--- src/rtl/hazard_pkg.sv ---
// Shared encodings for the hazard/forwarding/flush controller: forward selects,
// exception codes and FSM state types.
package hazard_pkg;

  localparam logic [1:0] FWD_RF = 2'b00;
  localparam logic [1:0] FWD_W  = 2'b01;
  localparam logic [1:0] FWD_M  = 2'b10;

  localparam logic [31:0] EXC_INT  = 32'h01;
  localparam logic [31:0] EXC_ADEL = 32'h04;
  localparam logic [31:0] EXC_ADES = 32'h05;
  localparam logic [31:0] EXC_SYS  = 32'h08;
  localparam logic [31:0] EXC_BP   = 32'h09;
  localparam logic [31:0] EXC_RI   = 32'h0a;
  localparam logic [31:0] EXC_OV   = 32'h0c;
  localparam logic [31:0] EXC_ERET = 32'h0e;

  typedef enum logic [1:0] {DIDLE, DBUSY, DDONE} divState_t;
  typedef enum logic       {XIDLE, XHOLD}        excState_t;

endpackage

--- src/rtl/hazard_ctrl_if.sv ---
// Datapath <-> hazard controller bundle; master is the pipeline, slave the controller.
interface hazard_ctrl_if #(
   parameter int REG_AW = 5,
   parameter int CNT_W  = 32
);
   logic [REG_AW-1:0] rsD, rtD, rsE, rtE, writeregE, writeregM, writeregW;
   logic              branchD, jrD, jalrD;
   logic              regwriteE, memtoregE, divE;
   logic              regwriteM, memtoregM, regwriteW;
   logic [31:0]       excepttypeM, epcM;
   logic              i_stall, d_stall, perf_clr;

   logic              stallF, stallD, stallE, stallM, stallW;
   logic              flushF, flushD, flushE, flushM, flushW;
   logic              forwardaD, forwardbD;
   logic [1:0]        forwardaE, forwardbE;
   logic              div_startE, pc_redirect, longest_stall;
   logic [31:0]       newPC;
   logic [CNT_W-1:0]  cnt_istall, cnt_dstall, cnt_hazard;

   modport master (
      output rsD, rtD, rsE, rtE, writeregE, writeregM, writeregW,
             branchD, jrD, jalrD, regwriteE, memtoregE, divE,
             regwriteM, memtoregM, regwriteW, excepttypeM, epcM,
             i_stall, d_stall, perf_clr,
      input  stallF, stallD, stallE, stallM, stallW,
             flushF, flushD, flushE, flushM, flushW,
             forwardaD, forwardbD, forwardaE, forwardbE,
             div_startE, pc_redirect, longest_stall, newPC,
             cnt_istall, cnt_dstall, cnt_hazard
   );

   modport slave (
      input  rsD, rtD, rsE, rtE, writeregE, writeregM, writeregW,
             branchD, jrD, jalrD, regwriteE, memtoregE, divE,
             regwriteM, memtoregM, regwriteW, excepttypeM, epcM,
             i_stall, d_stall, perf_clr,
      output stallF, stallD, stallE, stallM, stallW,
             flushF, flushD, flushE, flushM, flushW,
             forwardaD, forwardbD, forwardaE, forwardbE,
             div_startE, pc_redirect, longest_stall, newPC,
             cnt_istall, cnt_dstall, cnt_hazard
   );
endinterface

--- src/rtl/div_stall_tracker.sv ---
// Multi-cycle divide tracker: pulses the divider start and holds E until the
// result is due (start cycle + DIV_CYCLES-1 busy cycles).
module div_stall_tracker #(
   parameter int DIV_CYCLES = 32
) (
   input  logic clk,
   input  logic resetn,
   input  logic divE,
   input  logic startOk,
   input  logic stallE,
   input  logic flush,
   output logic divStartE,
   output logic divStall
);
   import hazard_pkg::*;

   localparam int CW = $clog2(DIV_CYCLES);

   divState_t     state, nextState;
   logic [CW-1:0] cnt, cntNext;

   always_ff @(posedge clk or negedge resetn) begin
      if (!resetn) begin
         state <= DIDLE;
         cnt   <= '0;
      end else begin
         state <= nextState;
         cnt   <= cntNext;
      end
   end

   always_comb begin
      nextState = state;
      cntNext   = cnt;
      divStartE = 1'b0;
      case (state)
         DIDLE: if (divE && startOk) begin
            divStartE = 1'b1;
            cntNext   = CW'(DIV_CYCLES - 1);
            nextState = DBUSY;
         end
         DBUSY: begin
            cntNext = cnt - CW'(1);
            if (cnt <= CW'(1)) nextState = DDONE;
         end
         DDONE: if (!stallE) nextState = DIDLE;
         default: nextState = DIDLE;
      endcase
      // a redirect kills the div in E, so the tracker must not outlive it
      if (flush) begin
         nextState = DIDLE;
         cntNext   = '0;
      end
   end

   assign divStall = divE && (state != DDONE);

endmodule

--- src/rtl/hazard_ctrl.sv ---
// 5-stage MIPS hazard/forwarding/flush controller with divide stall tracking,
// deferred exception redirect and saturating stall statistics.
module hazard_ctrl #(
   parameter int          REG_AW     = 5,
   parameter int          DIV_CYCLES = 32,
   parameter logic [31:0] EXC_VEC    = 32'hbfc00380,
   parameter int          CNT_W      = 32
) (
   input logic           clk,
   input logic           resetn,
   hazard_ctrl_if.slave  hz
);
   import hazard_pkg::*;

   logic lwstall, branchstall, jrstall, hazStall;
   logic memstall, divStall, longestStall, exc, redirect, killDiv, divStart;
   logic stallUp, stallDn;

   excState_t   xState, xNext;
   logic [31:0] codeQ, epcQ, codeSel, epcSel;

   function automatic logic [1:0] fwdSel(input logic [REG_AW-1:0] src,
                                         input logic [REG_AW-1:0] dstM, input logic wrM,
                                         input logic [REG_AW-1:0] dstW, input logic wrW);
      if (src == '0)             return FWD_RF;
      if (wrM && src == dstM)    return FWD_M;
      if (wrW && src == dstW)    return FWD_W;
      return FWD_RF;
   endfunction

   assign hz.forwardaD = (hz.rsD != '0) && (hz.rsD == hz.writeregM) && hz.regwriteM;
   assign hz.forwardbD = (hz.rtD != '0) && (hz.rtD == hz.writeregM) && hz.regwriteM;
   assign hz.forwardaE = fwdSel(hz.rsE, hz.writeregM, hz.regwriteM, hz.writeregW, hz.regwriteW);
   assign hz.forwardbE = fwdSel(hz.rtE, hz.writeregM, hz.regwriteM, hz.writeregW, hz.regwriteW);

   assign lwstall     = hz.memtoregE && ((hz.rtE == hz.rsD) || (hz.rtE == hz.rtD));
   assign branchstall = hz.branchD &&
      ((hz.regwriteE && ((hz.writeregE == hz.rsD) || (hz.writeregE == hz.rtD))) ||
       (hz.memtoregM && ((hz.writeregM == hz.rsD) || (hz.writeregM == hz.rtD))));
   assign jrstall     = (hz.jrD || hz.jalrD) &&
      ((hz.regwriteE && (hz.writeregE == hz.rsD)) ||
       (hz.memtoregM && (hz.writeregM == hz.rsD)));
   assign hazStall    = lwstall || branchstall || jrstall;

   assign memstall     = hz.i_stall || hz.d_stall;
   assign longestStall = memstall || divStall;
   assign exc          = (hz.excepttypeM != '0);

   always_ff @(posedge clk or negedge resetn) begin
      if (!resetn) begin
         xState <= XIDLE;
         codeQ  <= '0;
         epcQ   <= '0;
      end else begin
         xState <= xNext;
         if (xState == XIDLE && exc && memstall) begin
            codeQ <= hz.excepttypeM;
            epcQ  <= hz.epcM;
         end
      end
   end

   // XHOLD runs on the latched code/EPC; live inputs are ignored until it fires
   always_comb begin
      xNext    = xState;
      redirect = 1'b0;
      codeSel  = hz.excepttypeM;
      epcSel   = hz.epcM;
      case (xState)
         XIDLE: if (exc) begin
            if (memstall) xNext    = XHOLD;
            else          redirect = 1'b1;
         end
         XHOLD: begin
            codeSel = codeQ;
            epcSel  = epcQ;
            if (!memstall) begin
               redirect = 1'b1;
               xNext    = XIDLE;
            end
         end
         default: xNext = XIDLE;
      endcase
   end

   assign hz.pc_redirect = redirect;
   assign hz.newPC       = !redirect ? 32'h0 : (codeSel == EXC_ERET) ? epcSel : EXC_VEC;

   assign killDiv = exc || (xState == XHOLD);

   div_stall_tracker #(.DIV_CYCLES(DIV_CYCLES)) u_div (
      .clk       (clk),
      .resetn    (resetn),
      .divE      (hz.divE),
      .startOk   (!killDiv),
      .stallE    (stallDn),
      .flush     (redirect),
      .divStartE (divStart),
      .divStall  (divStall)
   );

   assign hz.div_startE    = divStart;
   assign hz.longest_stall = longestStall;

   assign stallUp   = !redirect && (longestStall || hazStall);
   assign stallDn   = !redirect && longestStall;
   assign hz.stallF = stallUp;
   assign hz.stallD = stallUp;
   assign hz.stallE = stallDn;
   assign hz.stallM = stallDn;
   assign hz.stallW = stallDn;

   assign hz.flushF = redirect;
   assign hz.flushD = redirect;
   assign hz.flushE = redirect || (hazStall && !longestStall);
   assign hz.flushM = redirect;
   assign hz.flushW = redirect;

   logic [2:0]       cntInc;
   logic [CNT_W-1:0] cnt [3];

   assign cntInc = {hazStall && !longestStall, hz.d_stall, hz.i_stall};

   always_ff @(posedge clk or negedge resetn) begin
      if (!resetn) begin
         for (int i = 0; i < 3; i++) cnt[i] <= '0;
      end else begin
         for (int i = 0; i < 3; i++) begin
            if (hz.perf_clr)                  cnt[i] <= '0;
            else if (cntInc[i] && !(&cnt[i])) cnt[i] <= cnt[i] + CNT_W'(1);
         end
      end
   end

   assign hz.cnt_istall = cnt[0];
   assign hz.cnt_dstall = cnt[1];
   assign hz.cnt_hazard = cnt[2];

endmodule

--- src/flat_wrapper.sv ---
// flat-port wrapper written by rule: the top's interface ports become plain ports
module hazard_ctrl_flat import hazard_pkg::*;
#(
   parameter int          REG_AW     = 5,
   parameter int          DIV_CYCLES = 32,
   parameter logic [31:0] EXC_VEC    = 32'hbfc00380,
   parameter int          CNT_W      = 32
)
  (clk, resetn, hz_rsD, hz_rtD, hz_rsE, hz_rtE, hz_writeregE, hz_writeregM, hz_writeregW, hz_branchD, hz_jrD, hz_jalrD, hz_regwriteE, hz_memtoregE, hz_divE, hz_regwriteM, hz_memtoregM, hz_regwriteW, hz_excepttypeM, hz_epcM, hz_i_stall, hz_d_stall, hz_perf_clr, hz_stallF, hz_stallD, hz_stallE, hz_stallM, hz_stallW, hz_flushF, hz_flushD, hz_flushE, hz_flushM, hz_flushW, hz_forwardaD, hz_forwardbD, hz_forwardaE, hz_forwardbE, hz_div_startE, hz_pc_redirect, hz_longest_stall, hz_newPC, hz_cnt_istall, hz_cnt_dstall, hz_cnt_hazard);
  hazard_ctrl_if #(.REG_AW(REG_AW), .CNT_W(CNT_W)) hz_i ();
  input logic clk;
  input logic resetn;
  input wire logic [$bits(hz_i.rsD)-1:0] hz_rsD;
  input wire logic [$bits(hz_i.rtD)-1:0] hz_rtD;
  input wire logic [$bits(hz_i.rsE)-1:0] hz_rsE;
  input wire logic [$bits(hz_i.rtE)-1:0] hz_rtE;
  input wire logic [$bits(hz_i.writeregE)-1:0] hz_writeregE;
  input wire logic [$bits(hz_i.writeregM)-1:0] hz_writeregM;
  input wire logic [$bits(hz_i.writeregW)-1:0] hz_writeregW;
  input wire logic [$bits(hz_i.branchD)-1:0] hz_branchD;
  input wire logic [$bits(hz_i.jrD)-1:0] hz_jrD;
  input wire logic [$bits(hz_i.jalrD)-1:0] hz_jalrD;
  input wire logic [$bits(hz_i.regwriteE)-1:0] hz_regwriteE;
  input wire logic [$bits(hz_i.memtoregE)-1:0] hz_memtoregE;
  input wire logic [$bits(hz_i.divE)-1:0] hz_divE;
  input wire logic [$bits(hz_i.regwriteM)-1:0] hz_regwriteM;
  input wire logic [$bits(hz_i.memtoregM)-1:0] hz_memtoregM;
  input wire logic [$bits(hz_i.regwriteW)-1:0] hz_regwriteW;
  input wire logic [$bits(hz_i.excepttypeM)-1:0] hz_excepttypeM;
  input wire logic [$bits(hz_i.epcM)-1:0] hz_epcM;
  input wire logic [$bits(hz_i.i_stall)-1:0] hz_i_stall;
  input wire logic [$bits(hz_i.d_stall)-1:0] hz_d_stall;
  input wire logic [$bits(hz_i.perf_clr)-1:0] hz_perf_clr;
  output wire logic [$bits(hz_i.stallF)-1:0] hz_stallF;
  output wire logic [$bits(hz_i.stallD)-1:0] hz_stallD;
  output wire logic [$bits(hz_i.stallE)-1:0] hz_stallE;
  output wire logic [$bits(hz_i.stallM)-1:0] hz_stallM;
  output wire logic [$bits(hz_i.stallW)-1:0] hz_stallW;
  output wire logic [$bits(hz_i.flushF)-1:0] hz_flushF;
  output wire logic [$bits(hz_i.flushD)-1:0] hz_flushD;
  output wire logic [$bits(hz_i.flushE)-1:0] hz_flushE;
  output wire logic [$bits(hz_i.flushM)-1:0] hz_flushM;
  output wire logic [$bits(hz_i.flushW)-1:0] hz_flushW;
  output wire logic [$bits(hz_i.forwardaD)-1:0] hz_forwardaD;
  output wire logic [$bits(hz_i.forwardbD)-1:0] hz_forwardbD;
  output wire logic [$bits(hz_i.forwardaE)-1:0] hz_forwardaE;
  output wire logic [$bits(hz_i.forwardbE)-1:0] hz_forwardbE;
  output wire logic [$bits(hz_i.div_startE)-1:0] hz_div_startE;
  output wire logic [$bits(hz_i.pc_redirect)-1:0] hz_pc_redirect;
  output wire logic [$bits(hz_i.longest_stall)-1:0] hz_longest_stall;
  output wire logic [$bits(hz_i.newPC)-1:0] hz_newPC;
  output wire logic [$bits(hz_i.cnt_istall)-1:0] hz_cnt_istall;
  output wire logic [$bits(hz_i.cnt_dstall)-1:0] hz_cnt_dstall;
  output wire logic [$bits(hz_i.cnt_hazard)-1:0] hz_cnt_hazard;
  assign hz_i.rsD = hz_rsD;
  assign hz_i.rtD = hz_rtD;
  assign hz_i.rsE = hz_rsE;
  assign hz_i.rtE = hz_rtE;
  assign hz_i.writeregE = hz_writeregE;
  assign hz_i.writeregM = hz_writeregM;
  assign hz_i.writeregW = hz_writeregW;
  assign hz_i.branchD = hz_branchD;
  assign hz_i.jrD = hz_jrD;
  assign hz_i.jalrD = hz_jalrD;
  assign hz_i.regwriteE = hz_regwriteE;
  assign hz_i.memtoregE = hz_memtoregE;
  assign hz_i.divE = hz_divE;
  assign hz_i.regwriteM = hz_regwriteM;
  assign hz_i.memtoregM = hz_memtoregM;
  assign hz_i.regwriteW = hz_regwriteW;
  assign hz_i.excepttypeM = hz_excepttypeM;
  assign hz_i.epcM = hz_epcM;
  assign hz_i.i_stall = hz_i_stall;
  assign hz_i.d_stall = hz_d_stall;
  assign hz_i.perf_clr = hz_perf_clr;
  assign hz_stallF = hz_i.stallF;
  assign hz_stallD = hz_i.stallD;
  assign hz_stallE = hz_i.stallE;
  assign hz_stallM = hz_i.stallM;
  assign hz_stallW = hz_i.stallW;
  assign hz_flushF = hz_i.flushF;
  assign hz_flushD = hz_i.flushD;
  assign hz_flushE = hz_i.flushE;
  assign hz_flushM = hz_i.flushM;
  assign hz_flushW = hz_i.flushW;
  assign hz_forwardaD = hz_i.forwardaD;
  assign hz_forwardbD = hz_i.forwardbD;
  assign hz_forwardaE = hz_i.forwardaE;
  assign hz_forwardbE = hz_i.forwardbE;
  assign hz_div_startE = hz_i.div_startE;
  assign hz_pc_redirect = hz_i.pc_redirect;
  assign hz_longest_stall = hz_i.longest_stall;
  assign hz_newPC = hz_i.newPC;
  assign hz_cnt_istall = hz_i.cnt_istall;
  assign hz_cnt_dstall = hz_i.cnt_dstall;
  assign hz_cnt_hazard = hz_i.cnt_hazard;
  hazard_ctrl #(.REG_AW(REG_AW), .DIV_CYCLES(DIV_CYCLES), .EXC_VEC(EXC_VEC), .CNT_W(CNT_W)) u_core (.clk(clk), .resetn(resetn), .hz(hz_i));
endmodule
--- config.mk ---
export PLATFORM = sky130hd
export DESIGN_NAME = hazard_ctrl_flat
export DESIGN_NICKNAME = d
export VERILOG_FILES = /design/src/rtl/hazard_pkg.sv /design/src/rtl/hazard_ctrl_if.sv /design/src/rtl/div_stall_tracker.sv /design/src/rtl/hazard_ctrl.sv /design/src/flat_wrapper.sv
export SDC_FILE = /design/constraint.sdc
export NUM_CORES = 1
export LEC_CHECK = 0
export CAP_MARGIN = 20
export CORE_MARGIN = 10
export CORE_UTILIZATION = 35
export DETAILED_ROUTE_END_ITERATION = 10
export PLACE_DENSITY = 0.61
export SYNTH_ARGS = -nofsm -noshare
export SYNTH_HDL_FRONTEND = slang
export SYNTH_SLANG_ARGS = --single-unit
--- constraint.sdc ---
create_clock -name clk -period 8 [get_ports clk]
set_input_delay 1.6 -clock clk [delete_from_list [all_inputs] [get_ports clk]]
set_output_delay 1.6 -clock clk [all_outputs]
set_load 0.005 [all_outputs]
==> results.cfg, run 1 <==
[status]
status = completed

[global_route]
grt_util_all_layers_pct = 16.4
grt_pass1_vias = 7953
grt_max_degree = 105
antenna_found_initial = 0
grt_pass1_wl_um = 44800
overflow = 0

[critical_path]
crit_fanout = 20
start_kind = input pin
crit_required_ns = 6.40
r2r_start = u_core.hz.cnt_hazard[2]
arrival_ns = 4.78
crit_start = hz_excepttypeM[9]
timing.setup.critical_path_class = in2out
worstSetupEndpointType = primary output

[detailed_routing]
via_per_inst = 5.17
drtAntennaViolNets = 0
wl_per_cell_um = 18.5
drc = 0
drt-total-wl_um = 28400
dr_total_vias = 7947
dr.pass1.iters = 5
drt-initial-drc-count = 622

[synthesis]
ys_seq_elements = 168
ys_seq_area_share_pct = 44.9
ys_warn_count = 0
syn_nets = 1071
synth_area_leaders = dfrtp_1, mux2_2, xnor2_1
yosysMostFrequentCell = dfrtp_1
syn_inst = 953
synth_cell_type_count = 59
synth-main-ff-cell = dfrtp_1
yosys-top-cells-count = dfrtp_1, nor2_1, mux2_2
synth.top_cell.area_share_pct = 44.9
synth_edf_count = 0
synth.avg_cell_area_sq_um = 9.83
synthArstFlopShare_pct = 100
synth_top_area_cell = dfrtp_1
synth_area_sq_um = 9360

[placement]
hpwl_um = 20800
portBuffers = 259
placed_area_sq_um = 12200
gp_congestion = 0.837
dp_cells = 1505

[die]
start_util_pct = 35.7
die_w_um = 184
core_sq_um = 26200
fp-row-count = 59
dieArea_sq_um = 33700
die_h_um = 184
ios = 260

[timing]
setup_viol = 0
period_minus_slack_ns = 6.38
fmax_mhz = 157
period_share_pct = 79.8
finClkSkew_ns = 0.0150
rsz0062_at_grt = no
finalHoldViolations = 0
worstMarginPinSlew_ns = 0.930
slew_headroom_pct = 37.9
slew_violations = 0
whs_ns = 0.494
final.setup.tns_ns = 0

[final_layout]
seq_area_sq_um = 4210
multiInputGateArea_sq_um = 4850
fin_cells = 1538
diodes = 0
drive_above_1_share_pct = 9.56
fill_cells = 2432
finalInstanceArea_sq_um = 12800
layout.nets = 1308
syn2layout_area_growth_pct = 36.9

[clock_tree]
clk_latency_ns = 0.43
cts-root-buf = clkbuf_16
cts_hold_buf = 0
clock_path_buffers = 2
cts_buffers = 17
htree_levels = 4
tritoncts = built
cts.reportedPaths.clkPinSlew_ns = 0.06
clock-sinks = 168
cts_resized = 0
cts_setup_buffers = 0

[power]
peakVddDrop_uv = 110
cellLeakagePower_nw = 4.97
power_w = 0.00207
cellPowerDensity_nw_per_um2 = 161

[min_path]
hold_start = u_core.epcQ[9]
hp-class = reg2reg

[job]
max_cap_viol_count = 0
## where the power goes
part / total [W] / switching, W / internal [W]
Clock: 0.000860 / 0.000380 / 0.000479
Combinational: 0.000267 / 0.000117 / 0.000151
Sequential: 0.000941 / 0.0000315 / 0.000909
## flip-flops by register name, indices dropped and copies added (netlist names)
register	cells
u_core.codeQ	32
u_core.epcQ	32
u_core.hz.cnt_dstall	32
u_core.hz.cnt_hazard	32
u_core.hz.cnt_istall	32
u_core.u_div.cnt	5
u_core.u_div.state	2
u_core.xState	1
## cell families after synthesis
kind of cell	synth area share [%]
AND/OR/NAND/NOR	21.7
flip-flops	44.9
AO/OA/AOI/OAI	7.75
multiplexers	12.3
XOR/XNOR	9.35
buffers and inverters	3.33
adder cells (fa/ha/maj)	0.668
## metal layers
| layer | routed length [um] | vias up | GRT usage (%) |
|---|---|---|---|
| met5 | 0 | - | 0 |
| met1 | 12800 | 3845 | 21.2 |
| met3 | 1820 | 17 | 4.60 |
| met2 | 13500 | 202 | 26.6 |
| li1 | - | 3883 | - |
| met4 | 272 | 0 | 4.03 |
## per-stage QoR
| stage | util [%] | setup slack (ns) |
|---|---|---|
| floorplan | - | 3.09 |
| global placement | 46.5 | 1.73 |
| detailed placement | 46.5 | 1.56 |
| CTS | 48.8 | 1.56 |
| global route | 48.9 | 1.39 |
| finish | 48.9 | 1.62 |
## path summary, 6_finish.rpt
path | end | slack, ns | cells past startpoint
min | u_core.epcQ[9] | 0.49 | 1
max in group asynchronous | u_core.xState | 5.53 | 2
max reg2reg | u_core.hz.cnt_hazard[8] | 5.20 | 7
min reg2reg | u_core.epcQ[9] | 0.49 | 1
max | hz_newPC[10] | 1.62 | 8
min in group asynchronous | u_core.hz.cnt_dstall[18] | 1.13 | 1
## worst max-delay path: stages
cell             delay (ns)
clkdlybuf4s50_1        0.42
nor4_1                 0.48
nand4_1                0.25
nor3_1                 0.32
a21oi_1                0.10
or4_1                  0.82
nor2_1                 0.24
clkdlybuf4s50_1        0.53
## cell type report
cell class | instances | share of cell area (%)
clock buffers | 19 | 3.46
multi-input cells | 719 | 37.8
inverters | 17 | 0.498
repair buffers | 267 | 20.8
clock inverters | 13 | 1.28
flip-flops and latches | 168 | 32.8
well taps | 335 | 3.27
## layout by cell type, fill, tap and decap left out, drive strengths merged, types with 10 or more instances in the layout
master | synthesis | layout
buf | 24 | 10
clkdlybuf4s50 | 0 | 257
dfrtp | 168 | 168
nand2 | 57 | 57
nor3 | 12 | 12
a21oi | 54 | 54
nor4 | 22 | 22
o21ai | 25 | 25
mux2i | 35 | 35
xnor2 | 55 | 55
or3 | 21 | 21
and3 | 11 | 11
o31ai | 15 | 15
inv | 17 | 22
nand3 | 37 | 37
xor2 | 45 | 45
nand4 | 37 | 37
mux2 | 71 | 71
nor2 | 126 | 126
or4 | 23 | 23
clkbuf | 25 | 19
(Power assumes the default switching activity.)
==> inputs of run 2 (changes only) <==
--- a/config.mk
+++ b/config.mk
@@ -9,7 +9,7 @@
 export CORE_MARGIN = 10
 export CORE_UTILIZATION = 35
 export DETAILED_ROUTE_END_ITERATION = 10
-export PLACE_DENSITY = 0.61
+export PLACE_DENSITY = 0.64
 export SYNTH_ARGS = -nofsm -noshare
 export SYNTH_HDL_FRONTEND = slang
 export SYNTH_SLANG_ARGS = --single-unit
==> constraint.sdc (replaced) <==
create_clock -name clk -period 5.7 [get_ports clk]
set_input_delay 1.14 -clock clk [delete_from_list [all_inputs] [get_ports clk]]
set_output_delay 1.14 -clock clk [all_outputs]
set_load 0.005 [all_outputs]
==> results.cfg, run 2 (same netlist as run 1, synthesis figures left out) <==
[job]
max_cap_viol_count = 0

[critical_path]
timing.setup.critical_path_class = in2out
crit_end = hz_stallF
crit_path_frequent_cell = clkdlybuf4s50_1
worstSetupEndpointType = primary output
r2r_start = u_core.hz.cnt_hazard[2]
start_kind = input pin
max_stage_delay_ns = 0.55
crit_start = hz_excepttypeM[9]
reg2reg_to = u_core.hz.cnt_hazard[19]
slowest_stage = clkdlybuf4s50_1
arrival_ns = 4.19
reg2reg_depth = 7
crit_required_ns = 4.56
rrSetupSlack_ns = 2.88
crit_fanout = 10
path_cells = clkdlybuf4s50_1, nor4_1, nand4_1, nor3_1, nor2b_1, nand2b_1, inv_1, a21oi_1, clkdlybuf4s50_1

[die]
die_h_um = 184
die_w_um = 184
dieArea_sq_um = 33700
fp-row-count = 59
core_sq_um = 26200
start_util_pct = 35.7
ios = 260

[clock_tree]
clock_path_buffers = 2
clk_latency_ns = 0.43
htree_levels = 4
cts_setup_buffers = 0
cts_buffers = 17
tritoncts = built
cts_hold_buf = 0
cts.reportedPaths.clkPinSlew_ns = 0.06
cts-root-buf = clkbuf_16
clock-sinks = 168
cts_resized = 0

[final_layout]
syn2layout_area_growth_pct = 36.9
finalInstanceArea_sq_um = 12800
drive_above_1_share_pct = 9.56
fill_cells = 2441
fin_cells = 1538
diodes = 0
final_common_cell = clkdlybuf4s50_1
layout.nets = 1308
final_cell_mix = clkdlybuf4s50_1, dfrtp_1, nor2_1

[timing]
period_minus_slack_ns = 5.33
fmax_mhz = 188
setup_viol = 0
period_share_pct = 93.5
worstMarginPinSlew_ns = 1.00
finalHoldViolations = 0
slew_headroom_pct = 32.9
rsz0062_at_grt = no
whs_ns = 0.495
slew_violations = 0
finClkSkew_ns = 0.0178
final.setup.tns_ns = 0

[detailed_routing]
dr_total_vias = 8020
wl_per_cell_um = 18.2
via_per_inst = 5.21
drc = 0
dr.pass1.iters = 4
drt-initial-drc-count = 503
drtAntennaViolNets = 0
drt-total-wl_um = 28000

[placement]
dp_cells = 1506
placed_area_sq_um = 12200
gp_congestion = 0.891
portBuffers = 259
hpwl_um = 20900

[global_route]
grt_pass1_wl_um = 44200
overflow = 0
antenna_found_initial = 0
grt_max_degree = 88
grt-busiest-layer = met2
use_met1_pct = 20.3
grt_util_met3_pct = 5.12
grt_util_all_layers_pct = 16.2
grt_pass1_vias = 7999
use_met2_pct = 26.3

[power]
peakVddDrop_uv = 137
cellPowerDensity_nw_per_um2 = 224
cellLeakagePower_nw = 4.96
power_w = 0.00287

[status]
status = completed

[min_path]
hp-class = reg2reg
-- run 2: changes by cell type in the layout (fill, tap and decap cells not counted), sizes merged --
| cell | previous run | this run |
|---|---|---|
| clkinvlp | 2 | 3 |
| clkinv | 4 | 3 |
-- run 2: worst min-delay path by stage --
stage	from	cells after the start	to	slack [ns]
2_1_floorplan	u_core.u_div.state[1]	1	u_core.u_div.state[0]	0.46
3_3_place_gp	u_core.epcQ[8]	1	u_core.epcQ[8]	0.47
3_5_place_dp	u_core.epcQ[6]	1	u_core.epcQ[6]	0.48
4_1_cts	u_core.epcQ[6]	1	u_core.epcQ[6]	0.50
5_1_grt	u_core.epcQ[8]	1	u_core.epcQ[8]	0.51
6_report	u_core.epcQ[9]	1	u_core.epcQ[9]	0.50
-- run 2: final cells by class --
type	instances	area [sq um]	share of cell area, %
inverters	17	63.8	0.498
clock buffers	19	433	3.38
clock inverters	13	165	1.29
multi-input cells	719	4850	37.9
flip-flops and latches	168	4210	32.8
repair buffers	267	2680	20.9
well taps	335	419	3.27
-- run 2: per-layer routing --
metal	up-vias	wire length, um	share of wire, %
met5	-	0	0
met4	0	462	1.6
met3	24	2070	7.4
met2	225	13100	47
met1	3879	12400	44
li1	3892	-	-
-- run 2: worst max-delay path, delay by kind of cell --
family          cells  cell delay, ns
buf+inv             3            1.14
simple gates        5            1.70
compound gates      1            0.21
-- run 2: power by group --
group	internal (W)	leakage, nW	switching (W)	total, W
clock	0.000661	0.281	0.000515	0.00118
combinational	0.000211	2.49	0.000164	0.000376
sequential	0.00128	2.19	0.0000442	0.00132
total	0.00215	4.96	0.000723	0.00287
-- run 2: metrics by stage --
step                setup slack (ns)  utilization [%]
floorplan                       1.71                -
global placement               0.316             46.6
detailed placement             0.147             46.6
CTS                            0.146             48.9
global route                   0.128             48.9
finish                         0.371             48.9
